## src/rtl/irq_pkg.sv

```systemverilog
// ---------------------------------------------------------------
// irq_pkg : shared state encoding and register map for irq_arbiter
// Rev 1.0
// ---------------------------------------------------------------
`default_nettype none

package irq_pkg;

  typedef enum logic [1:0] {
    IDLE    = 2'd0,
    REQ     = 2'd1,
    SERVICE = 2'd2
  } irq_state_e;

  localparam logic [1:0] ADDR_ENABLE  = 2'd0;
  localparam logic [1:0] ADDR_PENDING = 2'd1;
  localparam logic [1:0] ADDR_STATUS  = 2'd2;

  localparam int STATUS_BUSY_BIT  = 31;
  localparam int STATUS_STATE_LSB = 8;

endpackage

`default_nettype wire

```

## src/rtl/irq_sync_edge.sv

```systemverilog
// ---------------------------------------------------------------
// irq_sync_edge : multi-stage synchroniser with rising-edge pulse
// Rev 1.0
// ---------------------------------------------------------------
`default_nettype none

module irq_sync_edge #(
  parameter int SYNC_STAGES = 2
) (
  input  logic i_clk,
  input  logic i_rst_n,
  input  logic i_src,
  output logic o_rise
);

  logic [SYNC_STAGES-1:0] sync_q;
  logic                   prev_q;

  // History resets to 0 so a source held high across reset yields one edge.
  always_ff @(posedge i_clk or negedge i_rst_n) begin
    if (!i_rst_n) begin
      sync_q <= '0;
      prev_q <= 1'b0;
    end else begin
      sync_q <= {sync_q[SYNC_STAGES-2:0], i_src};
      prev_q <= sync_q[SYNC_STAGES-1];
    end
  end

  assign o_rise = sync_q[SYNC_STAGES-1] & ~prev_q;

endmodule

`default_nettype wire

```

## src/rtl/irq_arbiter.sv

```systemverilog
// ---------------------------------------------------------------
// irq_arbiter : edge-latched, fixed-priority interrupt controller
// Rev 1.0
// ---------------------------------------------------------------
`default_nettype none

module irq_arbiter
  import irq_pkg::*;
#(
  parameter int NUM_SRC     = 8,
  parameter int SYNC_STAGES = 2,
  parameter int ID_W        = (NUM_SRC > 1) ? $clog2(NUM_SRC) : 1
) (
  input  logic               i_clk,
  input  logic               i_rst_n,
  input  logic [NUM_SRC-1:0] i_src,
  input  logic               i_mie,
  input  logic               i_irq_ack,
  input  logic               i_mret,
  input  logic               i_cfg_we,
  input  logic [1:0]         i_cfg_addr,
  input  logic [31:0]        i_cfg_wdata,
  output logic [31:0]        o_cfg_rdata,
  output logic               o_irq_req,
  output logic [ID_W-1:0]    o_irq_id,
  output logic               o_busy
);

  logic [NUM_SRC-1:0] rise;
  logic [NUM_SRC-1:0] enable_q, enable_d;
  logic [NUM_SRC-1:0] pending_q, pending_d;
  logic [NUM_SRC-1:0] masked, ack_clr, w1c;
  logic [ID_W-1:0]    cand_id, irq_id_q;
  logic               cand_valid, irq_req_q, busy_q;
  irq_state_e         state_q;
  logic               unused_wdata;

  assign unused_wdata = ^i_cfg_wdata;

  for (genvar g = 0; g < NUM_SRC; g++) begin : g_src
    irq_sync_edge #(.SYNC_STAGES(SYNC_STAGES)) u_sync (
      .i_clk   (i_clk),
      .i_rst_n (i_rst_n),
      .i_src   (i_src[g]),
      .o_rise  (rise[g])
    );
  end

  assign masked     = pending_q & enable_q;
  assign cand_valid = |masked;

  // Descending scan so the lowest set index is the one left standing.
  always_comb begin
    cand_id = '0;
    for (int i = NUM_SRC - 1; i >= 0; i--) begin
      if (masked[i]) cand_id = ID_W'(i);
    end
  end

  always_comb begin
    ack_clr = '0;
    for (int i = 0; i < NUM_SRC; i++) begin
      ack_clr[i] = (state_q == REQ) && i_irq_ack && (irq_id_q == ID_W'(i));
    end
  end

  assign w1c = (i_cfg_we && (i_cfg_addr == ADDR_PENDING)) ? i_cfg_wdata[NUM_SRC-1:0] : '0;

  // A fresh edge wins over any clear landing on the same bit.
  assign pending_d = (pending_q & ~(ack_clr | w1c)) | rise;
  assign enable_d  = (i_cfg_we && (i_cfg_addr == ADDR_ENABLE)) ? i_cfg_wdata[NUM_SRC-1:0]
                                                                : enable_q;

  always_ff @(posedge i_clk or negedge i_rst_n) begin
    if (!i_rst_n) begin
      enable_q  <= '0;
      pending_q <= '0;
    end else begin
      enable_q  <= enable_d;
      pending_q <= pending_d;
    end
  end

  always_ff @(posedge i_clk or negedge i_rst_n) begin
    if (!i_rst_n) begin
      state_q   <= IDLE;
      irq_id_q  <= '0;
      irq_req_q <= 1'b0;
      busy_q    <= 1'b0;
    end else begin
      case (state_q)
        IDLE: begin
          if (i_mie && cand_valid) begin
            state_q   <= REQ;
            irq_id_q  <= cand_id;
            irq_req_q <= 1'b1;
          end
        end
        REQ: begin
          if (i_irq_ack) begin
            state_q   <= SERVICE;
            irq_req_q <= 1'b0;
            busy_q    <= 1'b1;
          end else if (!i_mie || !pending_q[irq_id_q] || !enable_q[irq_id_q]) begin
            state_q   <= IDLE;
            irq_req_q <= 1'b0;
          end
        end
        SERVICE: begin
          if (i_mret) begin
            state_q <= IDLE;
            busy_q  <= 1'b0;
          end
        end
        default: begin
          state_q   <= IDLE;
          irq_req_q <= 1'b0;
          busy_q    <= 1'b0;
        end
      endcase
    end
  end

  always_comb begin
    o_cfg_rdata = '0;
    case (i_cfg_addr)
      ADDR_ENABLE:  o_cfg_rdata[NUM_SRC-1:0] = enable_q;
      ADDR_PENDING: o_cfg_rdata[NUM_SRC-1:0] = pending_q;
      ADDR_STATUS: begin
        o_cfg_rdata[STATUS_BUSY_BIT]            = busy_q;
        o_cfg_rdata[STATUS_STATE_LSB +: 2]      = state_q;
        o_cfg_rdata[ID_W-1:0]                   = irq_id_q;
      end
      default: o_cfg_rdata = '0;
    endcase
  end

  assign o_irq_req = irq_req_q;
  assign o_irq_id  = irq_id_q;
  assign o_busy    = busy_q;

endmodule

`default_nettype wire

```

## config.mk

```make
export PLATFORM = sky130hd
export DESIGN_NAME = irq_arbiter
export DESIGN_NICKNAME = d
export VERILOG_FILES = /design/src/rtl/irq_pkg.sv /design/src/rtl/irq_sync_edge.sv /design/src/rtl/irq_arbiter.sv
export SDC_FILE = /design/constraint.sdc
export NUM_CORES = 1
export LEC_CHECK = 0
export BUFFER_PORTS_ARGS = -buffer_cell sky130_fd_sc_hd__buf_2
export CORE_AREA = 2 2 71 90
export CTS_BUF_LIST = sky130_fd_sc_hd__clkbuf_2 sky130_fd_sc_hd__clkbuf_4 sky130_fd_sc_hd__clkbuf_8
export CTS_CLUSTER_SIZE = 28
export DETAILED_ROUTE_END_ITERATION = 8
export DIE_AREA = 0 0 73 92
export PLACE_DENSITY = 0.63
export SLEW_MARGIN = 20
export SYNTH_ARGS = -nofsm -noshare
export SYNTH_HDL_FRONTEND = slang
export SYNTH_HIERARCHICAL = 1
export SYNTH_SLANG_ARGS = --single-unit
```

## constraint.sdc

```tcl
create_clock -name i_clk -period 1.4 [get_ports i_clk]
set_input_delay 0.14 -clock i_clk [delete_from_list [all_inputs] [get_ports i_clk]]
set_output_delay 0.14 -clock i_clk [all_outputs]
set_load 0.01 [all_outputs]
```

Word level (Yosys, flattened, before mapping)
Cells that the tools add are included.
- bitwise gates (word level): 23
- equality and inequality tests: 15
- reductions and logical operators: 25
- muxes and demuxes: 29
- magnitude comparators: 1
- operator list (cell ; count):
    $mux W3 ; 8
    $and A8 B8 Y8 ; 2
    $or A8 B8 Y8 ; 2
    $eq A3 B3 Y1 const B ; 4
    $logic_and A1 B1 Y1 ; 12
    $mux W2 ; 5
    $not A1 Y1 ; 10
    $pmux W5 S2 ; 1
    $pmux W3 S3 ; 1
    $reduce_and A3 Y1 ; 3
    $and A1 B1 Y1 ; 8
    $mux W1 ; 8
    $mux W8 ; 1
    $not A8 Y8 ; 1
    $reduce_or A8 Y1 ; 1
    $bmux W1 S3 ; 2
    $eq A3 B2 Y1 const B ; 2
    $ne A2 B2 Y1 const B ; 3
    $pmux W1 S3 ; 2
    $pmux W2 S3 ; 1
    $eq A2 B1 Y1 const B ; 2
    $eq A2 B2 Y1 const B ; 2
    $logic_not A2 Y1 ; 2
    $lt A3 B4 Y1 const B ; 1
    6 further kinds ; 9
- output and inout bits: 37
- logic and storage cells: 115
- register bits after elaboration: 47

Longest topological paths before layout
- depth after elaboration: 9
- mapped depth: 5
- depth with buffers taken out: 4

By module
Netlist, hierarchy kept.
- by module, submodules not included (module ; area an instance (um^2) ; seq. area each (um^2) ; cells an instance ; times used):
    irq_arbiter ; 1505.2 ; 575.6 ; 159 ; 1
    irq_sync_edge ; 88.8 ; 75.1 ; 4 ; 8

Worst setup path after synthesis
OpenSTA, ideal clock, no wires.
- path type: register -> register
- from: register irq_id_q[0], in the netlist o_irq_id[0]
- to: register irq_req_q, in the netlist o_irq_req
- required time: 1.337 ns
- path slack: -0.078 ns
- period minus slack after synthesis: 1.478 ns
- cell stages (with the launch flop): 5
- arrival time: 1.415 ns
- setup time: 0.063 ns
- buffers on the path: 1
- cell sequence: dfrtp_1 > buf_2 > mux4_2 > o22ai_1 > o22a_2
- longest elaborated chain between the ends: 7
- elaborated cells between the ends (all ways): 10
- classes of those cells: eq/ne: 1; mux: 4; reduce/logical: 5
- ends and longest elaborated chain (element ; line ; text):
    from (decl) ; irq_arbiter.sv:33 ; logic [ID_W-1:0] cand_id, irq_id_q;
    from (signal assigned) ; irq_arbiter.sv:95 ; irq_id_q <= cand_id;
    $bmux W1 S3 ; irq_arbiter.sv:104 ; end else if (!i_mie || !pending_q[irq_id_q] || !enable_q[irq_id_q]) begin
    $mux W1 (not written as such) ; irq_arbiter.sv:104 ;
    $logic_not A1 Y1 ; irq_arbiter.sv:104 ;
    $logic_or A1 B1 Y1 ; irq_arbiter.sv:104 ;
    $logic_or A1 B1 Y1 (*) ; irq_arbiter.sv:104 ;
    $ne A3 B2 Y1 (no line) (*) ; - ;
    $reduce_and A3 Y1 (no line) (*) ; - ;
    to (signal assigned) ; irq_arbiter.sv:102 ; irq_req_q <= 1'b0;
    to (signal assigned) ; irq_arbiter.sv:106 ; irq_req_q <= 1'b0;
    to (signal assigned) ; irq_arbiter.sv:117 ; irq_req_q <= 1'b0;
    to (decl) ; irq_arbiter.sv:34 ; logic cand_valid, irq_req_q, busy_q;
Mark *: on every way between the ends. The rest lies on a longest branch, timed or not. The select of a mux whose other input is x is not followed.
A chain may end at the register's enable or synchronous reset.

Worst setup path in the final report
- from: register state_q[0]
- to: register irq_id_q[0], in the netlist o_irq_id[0]
- longest elaborated chain between the ends: 2
- ends and longest elaborated chain (element ; line ; text):
    from (decl) ; irq_arbiter.sv:35 ; irq_state_e state_q;
    from (signal assigned) ; irq_arbiter.sv:86 ; state_q <= IDLE;
    from (signal assigned) ; irq_arbiter.sv:94 ; state_q <= REQ;
    from (signal assigned) ; irq_arbiter.sv:101 ; state_q <= SERVICE;
    $logic_not A2 Y1 ; irq_arbiter.sv:91 ; case (state_q)
    $reduce_and A2 Y1 (no line) ; - ;
No other way between the ends.

==> run metrics <==
HPWL after detailed placement=3210 um; mapped cell area=2220 um2; RSZ-0062 raised after global routing=true; Post-synth top flop=dfrtp_1; most frequent cells in the layout=dfrtp_1 (46), buf_2 (39), nand2_1 (26), buf_4 (23), conb_1 (21); 1st-iter DRT viols=73; reg2reg path depth=4; sequential-to-total area share from yosys stat=53.1%; global-route wire length before repair=7160 um; Tmin final=1450 ps; buffers plus inverters on the worst setup path=0; EDFF count, synth=0; Final WS setup=-45.4 ps; GRT Overall Usage=14.2%; row cnt=32; drt via density=4.67; Placed Cells=313; Hold Crit Depth=2; Synth area leaders=dfrtp_1 (53%), buf_4 (7.5%), nor2b_4 (5.0%); total wire length=4280 um; placed cell area=2560 um2; Die Span X=73 um; Initial Util=a little under two fifths; final hold vios=0; CP endpoint kind=flop; Worst path slowest cell=or3b_4; max cap viols=0; GR Overflow Total=0; Crit. path cell count=4; Hold WC Path Type=in -> reg; post-place setup slack=-60.3 ps; status=finished with violations; Pre-antenna DRT Iters=4; GPL Wtd Cong=0.805; Yosys reg bits=47; commonest non-fill, non-tap cell in the layout=dfrtp_1; Mean Syn Cell Area=11.6 um2; initial antenna violation count=0; Distinct cells, synth=34; Max IR drop VDD=between 0.7 and 0.8 mV; share of the synthesized area in the top cell type=53.1%; Final Skew=4.11 ps; Clock Latency Late Sink=290 ps; Synth area leader=dfrtp_1; period utilisation layout=103%; CTS Buf Count=5; Synth Warn #=6; failing checks=negative setup slack; cell family with most CP delay=simple AND/OR/NAND/NOR gates; core region area=5970 um2; ANT nets after route=0; Crit Path Max Fanout=4; clock slew at reported path FFs=80 ps; largest net degree at the start of global routing=32; pwr dens=1440 nW/um2; fraction of layout cells with a size suffix above 1=between 40% and 50%; DR WL/cell=12.9 um; Crit path largest cell delay=420 ps; cell area after layout=2800 um2; clk sinks=47; H-tree lvl count=2; die area=6720 um2; Ports=85; Residual DRC=0; clock root cell=clkbuf_8; WHS=slightly below 90 ps; P_leak=1.32 nW; CTS max path bufs=2; Cells after Synth=191; Worst setup SP type=flop; DR vias=1551; CP required=1590 ps; CTS tree=yes; max-slew violations=0; CP Cell Sequence=or3b_4 > a41oi_4 > nor2b_1 > a41o_1; Area Overhead vs Synth=26.5%; Non-Filler Instances=between 300 and 400; number of diodes=0; final setup vio count=2; vias in the first global route=1479; critical path arrival=1640 ps; crit path kind=reg -> reg; IO Port Bufs=39; die extent in y=a little over 90 um; Fmax=692 MHz; fin nets=between 300 and 400; ys async rst share=100%
-- metrics by stage --
step	util, %	power (mW)	TNS (ps)
global placement	42.9	3.11	-68.0
global route	47.0	4.32	-392
floorplan	-	2.65	-67.2
CTS	46.2	4.01	-38.0
finish	47.0	4.03	-48.8
detailed placement	42.9	3.14	-119
-- cells by family after synthesis --
logic type / synth area share (%)
buf+inv: 9.26
mux: 9.71
compound gates: 10.4
simple gates: 17.4
other cells: 0.169
flops: 53.1
-- where the power goes --
part,total (mW),internal (mW),leakage [nW],switching [mW]
sequential,1.83,1.58,0.537,0.252
clock,0.815,0.388,0.0470,0.427
combinational,1.39,0.756,0.741,0.632
total,4.03,2.72,1.32,1.31
-- layer usage --
layer,track usage (%),vias up,wire length (um)
li1,-,759,-
met1,18.0,742,1800
met2,22.9,45,2190
met3,4.40,5,225
met4,4.63,0,62
met5,0,-,0
-- path summary, 6_finish.rpt --
path | startpoint | to | slack, ps
setup / recovery | state_q[0] | o_irq_id[0] | -50
max in group asynchronous | i_rst_n | g_src[4].u_sync/sync_q[0] | 600
hold reg to reg | g_src[4].u_sync/sync_q[0] | g_src[4].u_sync/sync_q[1] | 350
setup reg to reg | state_q[0] | o_irq_id[0] | -50
min in group asynchronous | i_rst_n | pending_q[2] | 310
hold / removal | i_cfg_wdata[7] | enable_q[7] | 90
-- state kept, by name (all words and copies together) (netlist names) --
name                 cells
o_irq_req                1
g_src.u_sync/prev_q      8
o_irq_id                 3
pending_q                8
enable_q                 8
g_src.u_sync/sync_q     16
o_busy                   1
state_q                  2
-- synthesized netlist by cell type, drive strengths merged (4+ instances only) --
cell and instances:
a21oi 4, a22oi 4, a31o 8, buf 25, dfrtp 47, mux2 8, mux2i 8, nand2 29
nor2 12, nor2b 12, o21ai 6
-- what timing repair did --
action	4_1_cts	5_1_grt
setup endpoints to repair	9	11
resized for setup	4	9
hold endpoints to repair	24	0
gates cloned	0	0
pin swaps	2	4
buffers inserted	0	3
hold buffers	9	0
-- layout make-up --
cell class              count  area [um2]
fillers                   569        3160
flip-flops and latches     47        1180
multi-input cells         134         953
clock buffers               6        82.6
repair buffers             73         489
well taps                  68        85.1
clock inverters             1        5.00
inverters                   3        11.3
Power figures use the tool's default switching activity.
